==> src/rtl/uart_cmd_decoder.sv <==
// UART command decoder: turns received bytes into an object position that is
// published to the renderer only on frame_start, so the sprite never tears.
// Ports: clk, reset (sync, active-high), rx_data/rx_valid (byte strobe),
//   frame_start (vblank pulse), obj_x/obj_y (displayed position),
//   busy (packet in progress), cmd_err (one-cycle packet timeout pulse).
// Build option: define CMD_CLAMP_EN to saturate moves and absolute loads at
//   X_MAX/Y_MAX; without it moves wrap modulo 1024 and loads are raw.
module uart_cmd_decoder #(
  parameter int STEP    = 4,
  parameter int X_INIT  = 320,
  parameter int Y_INIT  = 240,
  parameter int X_MAX   = 539,
  parameter int Y_MAX   = 379,
  parameter int TIMEOUT = 1000000
) (
  input  logic       clk,
  input  logic       reset,
  input  logic [7:0] rx_data,
  input  logic       rx_valid,
  input  logic       frame_start,
  output logic [9:0] obj_x,
  output logic [9:0] obj_y,
  output logic       busy,
  output logic       cmd_err
);

  localparam int CW = $clog2(TIMEOUT + 1);
  localparam logic [CW-1:0] LP_TMO = CW'(TIMEOUT - 1);
  localparam logic [9:0] LP_STEP = 10'(STEP);
  localparam logic [9:0] LP_XI = 10'(X_INIT);
  localparam logic [9:0] LP_YI = 10'(Y_INIT);

  if (X_MAX > 1023 || Y_MAX > 1023 || STEP > 1023) begin : g_bad_param
    $error("uart_cmd_decoder: parameter exceeds 10-bit range");
  end

  typedef enum logic [2:0] {
    S_IDLE, S_XH, S_XL, S_YH, S_YL
  } state_t;

  state_t r_state, w_state_eff, w_state_nxt;

  logic [CW-1:0] r_cnt;
  logic [9:0] r_px, r_py, w_px_nxt, w_py_nxt;
  logic [9:0] r_obj_x, r_obj_y;
  logic [1:0] r_xh, r_yh;
  logic [7:0] r_xl;
  logic r_busy, r_err, w_tmo;

  logic [9:0] w_x_raw, w_y_raw;
  logic [9:0] w_x_up, w_x_dn, w_y_up, w_y_dn;
  logic [9:0] w_x_abs, w_y_abs;

  // Final packet byte is still on rx_data when the load happens.
  assign w_x_raw = {r_xh, r_xl};
  assign w_y_raw = {r_yh, rx_data};

`ifdef CMD_CLAMP_EN
  localparam logic [9:0] LP_XM = 10'(X_MAX);
  localparam logic [9:0] LP_YM = 10'(Y_MAX);
  logic [10:0] w_xs, w_ys;

  assign w_xs = {1'b0, r_px} + {1'b0, LP_STEP};
  assign w_ys = {1'b0, r_py} + {1'b0, LP_STEP};
  assign w_x_up = (w_xs > {1'b0, LP_XM}) ? LP_XM : w_xs[9:0];
  assign w_y_up = (w_ys > {1'b0, LP_YM}) ? LP_YM : w_ys[9:0];
  assign w_x_dn = (r_px < LP_STEP) ? '0 : r_px - LP_STEP;
  assign w_y_dn = (r_py < LP_STEP) ? '0 : r_py - LP_STEP;
  assign w_x_abs = (w_x_raw > LP_XM) ? LP_XM : w_x_raw;
  assign w_y_abs = (w_y_raw > LP_YM) ? LP_YM : w_y_raw;
`else
  assign w_x_up = r_px + LP_STEP;
  assign w_y_up = r_py + LP_STEP;
  assign w_x_dn = r_px - LP_STEP;
  assign w_y_dn = r_py - LP_STEP;
  assign w_x_abs = w_x_raw;
  assign w_y_abs = w_y_raw;
`endif

  always_comb begin
    w_tmo = (r_state != S_IDLE) && (r_cnt == LP_TMO);
    // A byte landing on the timeout cycle is parsed as an IDLE byte.
    w_state_eff = w_tmo ? S_IDLE : r_state;
    w_state_nxt = w_state_eff;
    w_px_nxt = r_px;
    w_py_nxt = r_py;
    if (rx_valid) begin
      case (w_state_eff)
        S_IDLE: begin
          case (rx_data)
            8'h77: w_py_nxt = w_y_dn;
            8'h73: w_py_nxt = w_y_up;
            8'h61: w_px_nxt = w_x_dn;
            8'h64: w_px_nxt = w_x_up;
            8'h68: begin
              w_px_nxt = LP_XI;
              w_py_nxt = LP_YI;
            end
            8'h50: w_state_nxt = S_XH;
            default: ;
          endcase
        end
        S_XH: w_state_nxt = S_XL;
        S_XL: w_state_nxt = S_YH;
        S_YH: w_state_nxt = S_YL;
        S_YL: begin
          w_px_nxt = w_x_abs;
          w_py_nxt = w_y_abs;
          w_state_nxt = S_IDLE;
        end
        default: w_state_nxt = S_IDLE;
      endcase
    end
  end

  always_ff @(posedge clk) begin
    if (reset) begin
      r_state <= S_IDLE;
      r_cnt <= '0;
      r_px <= LP_XI;
      r_py <= LP_YI;
      r_obj_x <= LP_XI;
      r_obj_y <= LP_YI;
      r_xh <= '0;
      r_xl <= '0;
      r_yh <= '0;
      r_busy <= 1'b0;
      r_err <= 1'b0;
    end else begin
      r_state <= w_state_nxt;
      r_px <= w_px_nxt;
      r_py <= w_py_nxt;
      if (rx_valid || w_tmo || r_state == S_IDLE)
        r_cnt <= '0;
      else
        r_cnt <= r_cnt + CW'(1);
      // Publish the pre-byte position; this cycle's byte shows next frame.
      if (frame_start) begin
        r_obj_x <= r_px;
        r_obj_y <= r_py;
      end
      if (rx_valid) begin
        case (w_state_eff)
          S_XH: r_xh <= rx_data[1:0];
          S_XL: r_xl <= rx_data;
          S_YH: r_yh <= rx_data[1:0];
          default: ;
        endcase
      end
      r_busy <= (w_state_nxt != S_IDLE);
      r_err <= w_tmo;
    end
  end

  assign obj_x = r_obj_x;
  assign obj_y = r_obj_y;
  assign busy = r_busy;
  assign cmd_err = r_err;

endmodule

==> config.mk <==
export PLATFORM = sky130hd
export DESIGN_NAME = uart_cmd_decoder
export DESIGN_NICKNAME = d
export VERILOG_FILES = /design/src/rtl/uart_cmd_decoder.sv
export SDC_FILE = /design/constraint.sdc
export NUM_CORES = 1
export LEC_CHECK = 0
export ABC_AREA = 1
export BUFFER_PORTS_ARGS = -buffer_cell sky130_fd_sc_hd__buf_4
export CELL_PAD_IN_SITES_DETAIL_PLACEMENT = 1
export CELL_PAD_IN_SITES_GLOBAL_PLACEMENT = 2
export CORE_ASPECT_RATIO = 1.25
export CORE_UTILIZATION = 30
export DETAILED_ROUTE_END_ITERATION = 6
export HOLD_SLACK_MARGIN = 0.02
export MAX_ROUTING_LAYER = met4
export PLACE_DENSITY_LB_ADDON = 0.1
export SYNTH_ARGS = -nofsm -noshare
export SYNTH_HDL_FRONTEND = slang
export SYNTH_SLANG_ARGS = --single-unit
export TNS_END_PERCENT = 100
==> constraint.sdc <==
create_clock -name clk -period 2.25 [get_ports clk]
set_input_delay 0.225 -clock clk [delete_from_list [all_inputs] [get_ports clk]]
set_output_delay 0.225 -clock clk [all_outputs]
set_load 0.005 [all_outputs]
==> impl_metrics.yaml <==
setup_path:
  cp.arrival_ns: 2.25
  critical_path_class: "in -> reg"
  critical-path-top-delay-family: "simple AND/OR/NAND/NOR gates"
  worstSetupStartpointType: "input pin"
  worstPathCellList: "buf_4 > inv_1 > nand2_1 > nor3_1 > nand2_2 > ha_1 > a21oi_1 > o21ai_0 > a21oi_1 > nand2_1 > nand3_1 > nor2_1 > nor2_1 > nor2_1"
  worstPathRequired_ns: 2.50
  slowest_delay_ns: 0.37
  critPathCaptureType: "register"
  cpMostUsedCell: "nor2_1"
  crit_path_max_fanout: 7
  critPathBufInv: 2
  crit_slowest_cell: "ha_1"
sta:
  finalHoldViolCount: 0
  slew_violations: 0
  timing.fmax_mhz: 500
  slew_headroom_pct: 70.8
  clock_skew_ns: 0.0131
  period_minus_slack_ns: 2.00
  worst-slew-pin-transition_ns: 0.434
  rsz0062_at_grt: "no"
  fin_crit_sh_pct: 88.9
  finalSetupViolCount: 0
  whs_ns: 0.194
synth:
  yosys.area_share.simple_pct: 33.5
  syn_nets: 631
  syn_area_um2: 4160
  synth_top_family_by_area: "simple AND/OR/NAND/NOR gates"
  synth_warnings: 0
  yosys_most_used_dff: "dfxtp_1"
  ys_seq_elements: 77
  syn_inst: 604
  synthAdderAreaFrac_pct: 4.87
  synth_mux_area_share_pct: 0
  synth_xor_area_share_pct: 2.52
  synth_edf_count: 0
  synthDistinctLibCells: 40
  postSynthAreaPerCell_um2: 6.89
  synth-compound-area-share_pct: 13.0
  async_reset_ff_share_pct: 0
  synth-seq-area-share_pct: 37.0
layout:
  area_growth_pct: 23.3
  layout_commonest_cell: "nand2_1"
  final_layout_size_suffix_gt1_share_pct: 17.2
  seqCellArea_um2: 1540
  fillCellCount: 1725
  multi_input_area_um2: 2250
  antenna_cells: 0
  mostFrequentLayoutCells: "140 x nand2_1, 77 x dfxtp_1, 71 x nor2_1, 69 x buf_4, 68 x inv_1"
  fin_nets: 695
clock_tree:
  cts_tree: "yes"
  cts_buffers: 9
  clk_pin_slew_ns: 0.06
  h-tree-depth: 3
  cts_max_path_buffers: 2
  ctsRootBufferMaster: "clkbuf_16"
  clk_latency_ns: 0.36
  cts.sinks: 77
  cts_hold_buf: 0
placed_design:
  dp_hpwl_mm: 9.95
  port_buffers: 33
  gp_congestion: 0.841
detailed_routing:
  wire_per_inst_um: 15.1
  viasPerCell: 4.82
  wl_mm: 12.7
  drtAntennaViolNets: 0
  drt_iter0_drc: 136
  num_vias: 4067
  drc: 0
  firstDrtPassIters: 4
  wl_met2_mm: 6.97
  top_layer_used: "met4"
  drt-met1-wl_mm: 5.26
  wl_met3_um: 178
floorplanning:
  dieArea_um2: 14400
  coreArea_um2: 13400
  fp-row-count: 47
  die_y_um: 134
  start_util_pct: 31.1
  io_pins: 34
  die_x_um: 107
global_route:
  antenna_found_initial: 0
  grt_pass1_vias: 4378
  overflow: 0
  grt_use_total_pct: 20.1
  grt_pass1_wl_mm: 21.3
  grt_max_degree: 42
power:
  peakVddDrop_mv: 0.272
  power_leakage_nw: 2.41
  power-per-cell-area_nw_per_um2: 606
  total_power_mw: 3.11
min_path:
  hp-class: "in -> reg"
flow_run:
  drv_cap: 0
outcome:
  status: "finished clean"
==> cell families (layout without fill, tap and decap cells) <==
family	Yosys count	in the layout
and+or+nand+nor	312	312
AOI/OAI and AO/OA	97	97
buffers and inverters	91	160
DFF	77	77
adders and majority gates	15	15
xor gates and xnor gates	12	12
==> metal layers <==
metal | up-vias | global-route usage [%]
met1 | 1942 | 20.4
li1 | 2088 | -
met2 | 21 | 37.5
met4 | 0 | 8.52
met5 | - | -
met3 | 16 | 2.98
==> worst paths after layout <==
kind | startpoint | to | slack [ns] | cells after the start
setup / recovery | rx_data[7] | r_py[9]$_SDFFE_PP0P_ | 0.25 | 14
hold / removal | rx_data[3] | r_xl[3]$_SDFFE_PP0P_ | 0.19 | 3
setup reg to reg | r_cnt[0]$_SDFF_PP0_ | r_py[5]$_SDFFE_PP1P_ | 0.25 | 10
hold reg to reg | r_xl[6]$_SDFFE_PP0P_ | r_xl[6]$_SDFFE_PP0P_ | 0.46 | 2
==> sequential cells by signal, summed over array words and instances, names as in the netlist <==
| signal | cells |
|---|---|
| r_px | 10 |
| obj_y | 10 |
| r_yh | 2 |
| r_py | 10 |
| busy | 1 |
| obj_x | 10 |
| r_cnt | 20 |
| r_xl | 8 |
| r_state | 3 |
| cmd_err | 1 |
| r_xh | 2 |
==> area by class of cell <==
type                       count  area share, %
multi-input combinational    436           43.8
sequential                    77           30.0
timing repair buffer          70           10.5
inverter                      74           5.51
clock buffer                  10           4.66
tap                          171           4.17
clock inverter                 6           1.34
==> per-stage QoR <==
stage | setup WS, ns | utilization [%] | instance area, um^2 | TNS, ns | std cells
3_3_place_gp | -0.151 | 36.0 | 4820 | -0.354 | 828
2_1_floorplan | 0.115 | - | 4160 | 0 | 604
4_1_cts | 0.190 | 38.3 | 5130 | 0 | 844
6_report | 0.249 | 38.3 | 5130 | 0 | 844
3_5_place_dp | -0.147 | 36.0 | 4820 | -0.463 | 828
5_1_grt | 0.00604 | 38.3 | 5130 | 0 | 844
==> worst min-delay path, stage by stage <==
cell	delay, ns
buf_4	0.09
o21ai_0	0.07
a21oi_1	0.10
==> report_power, final <==
group	total [mW]	internal [mW]	switching (mW)
sequential	1.40	1.38	0.0117
combinational	0.196	0.0849	0.111
clock	1.52	0.897	0.621
==> Yosys cell counts, types with 3 or more instances <==
library cell / count / area, um^2
buf_2: 6 / 30.0
nor3_1: 9 / 45.0
nand3_1: 47 / 235
nor2_1: 71 / 267
a21oi_1: 42 / 210
clkbuf_1: 7 / 26.3
or2_2: 5 / 31.3
nor3b_1: 5 / 37.5
o21ai_1: 3 / 15.0
o21ai_0: 37 / 185
a21oi_2: 4 / 35.0
ha_1: 13 / 163
xnor2_1: 4 / 35.0
nor2_2: 5 / 31.3
buf_6: 3 / 33.8
nand4_1: 16 / 100
dfxtp_1: 77 / 1540
xor2_1: 8 / 70.1
inv_1: 68 / 255
nand2_1: 141 / 529
inv_2: 3 / 11.3
==> timing repair <==
action,in CTS,in global routing
endpoints found under the setup margin,0,2
gates resized for setup,0,1
endpoints found under the hold margin,0,0
buffers inserted,0,0
Note: power is estimated with default switching activity, not from simulation.
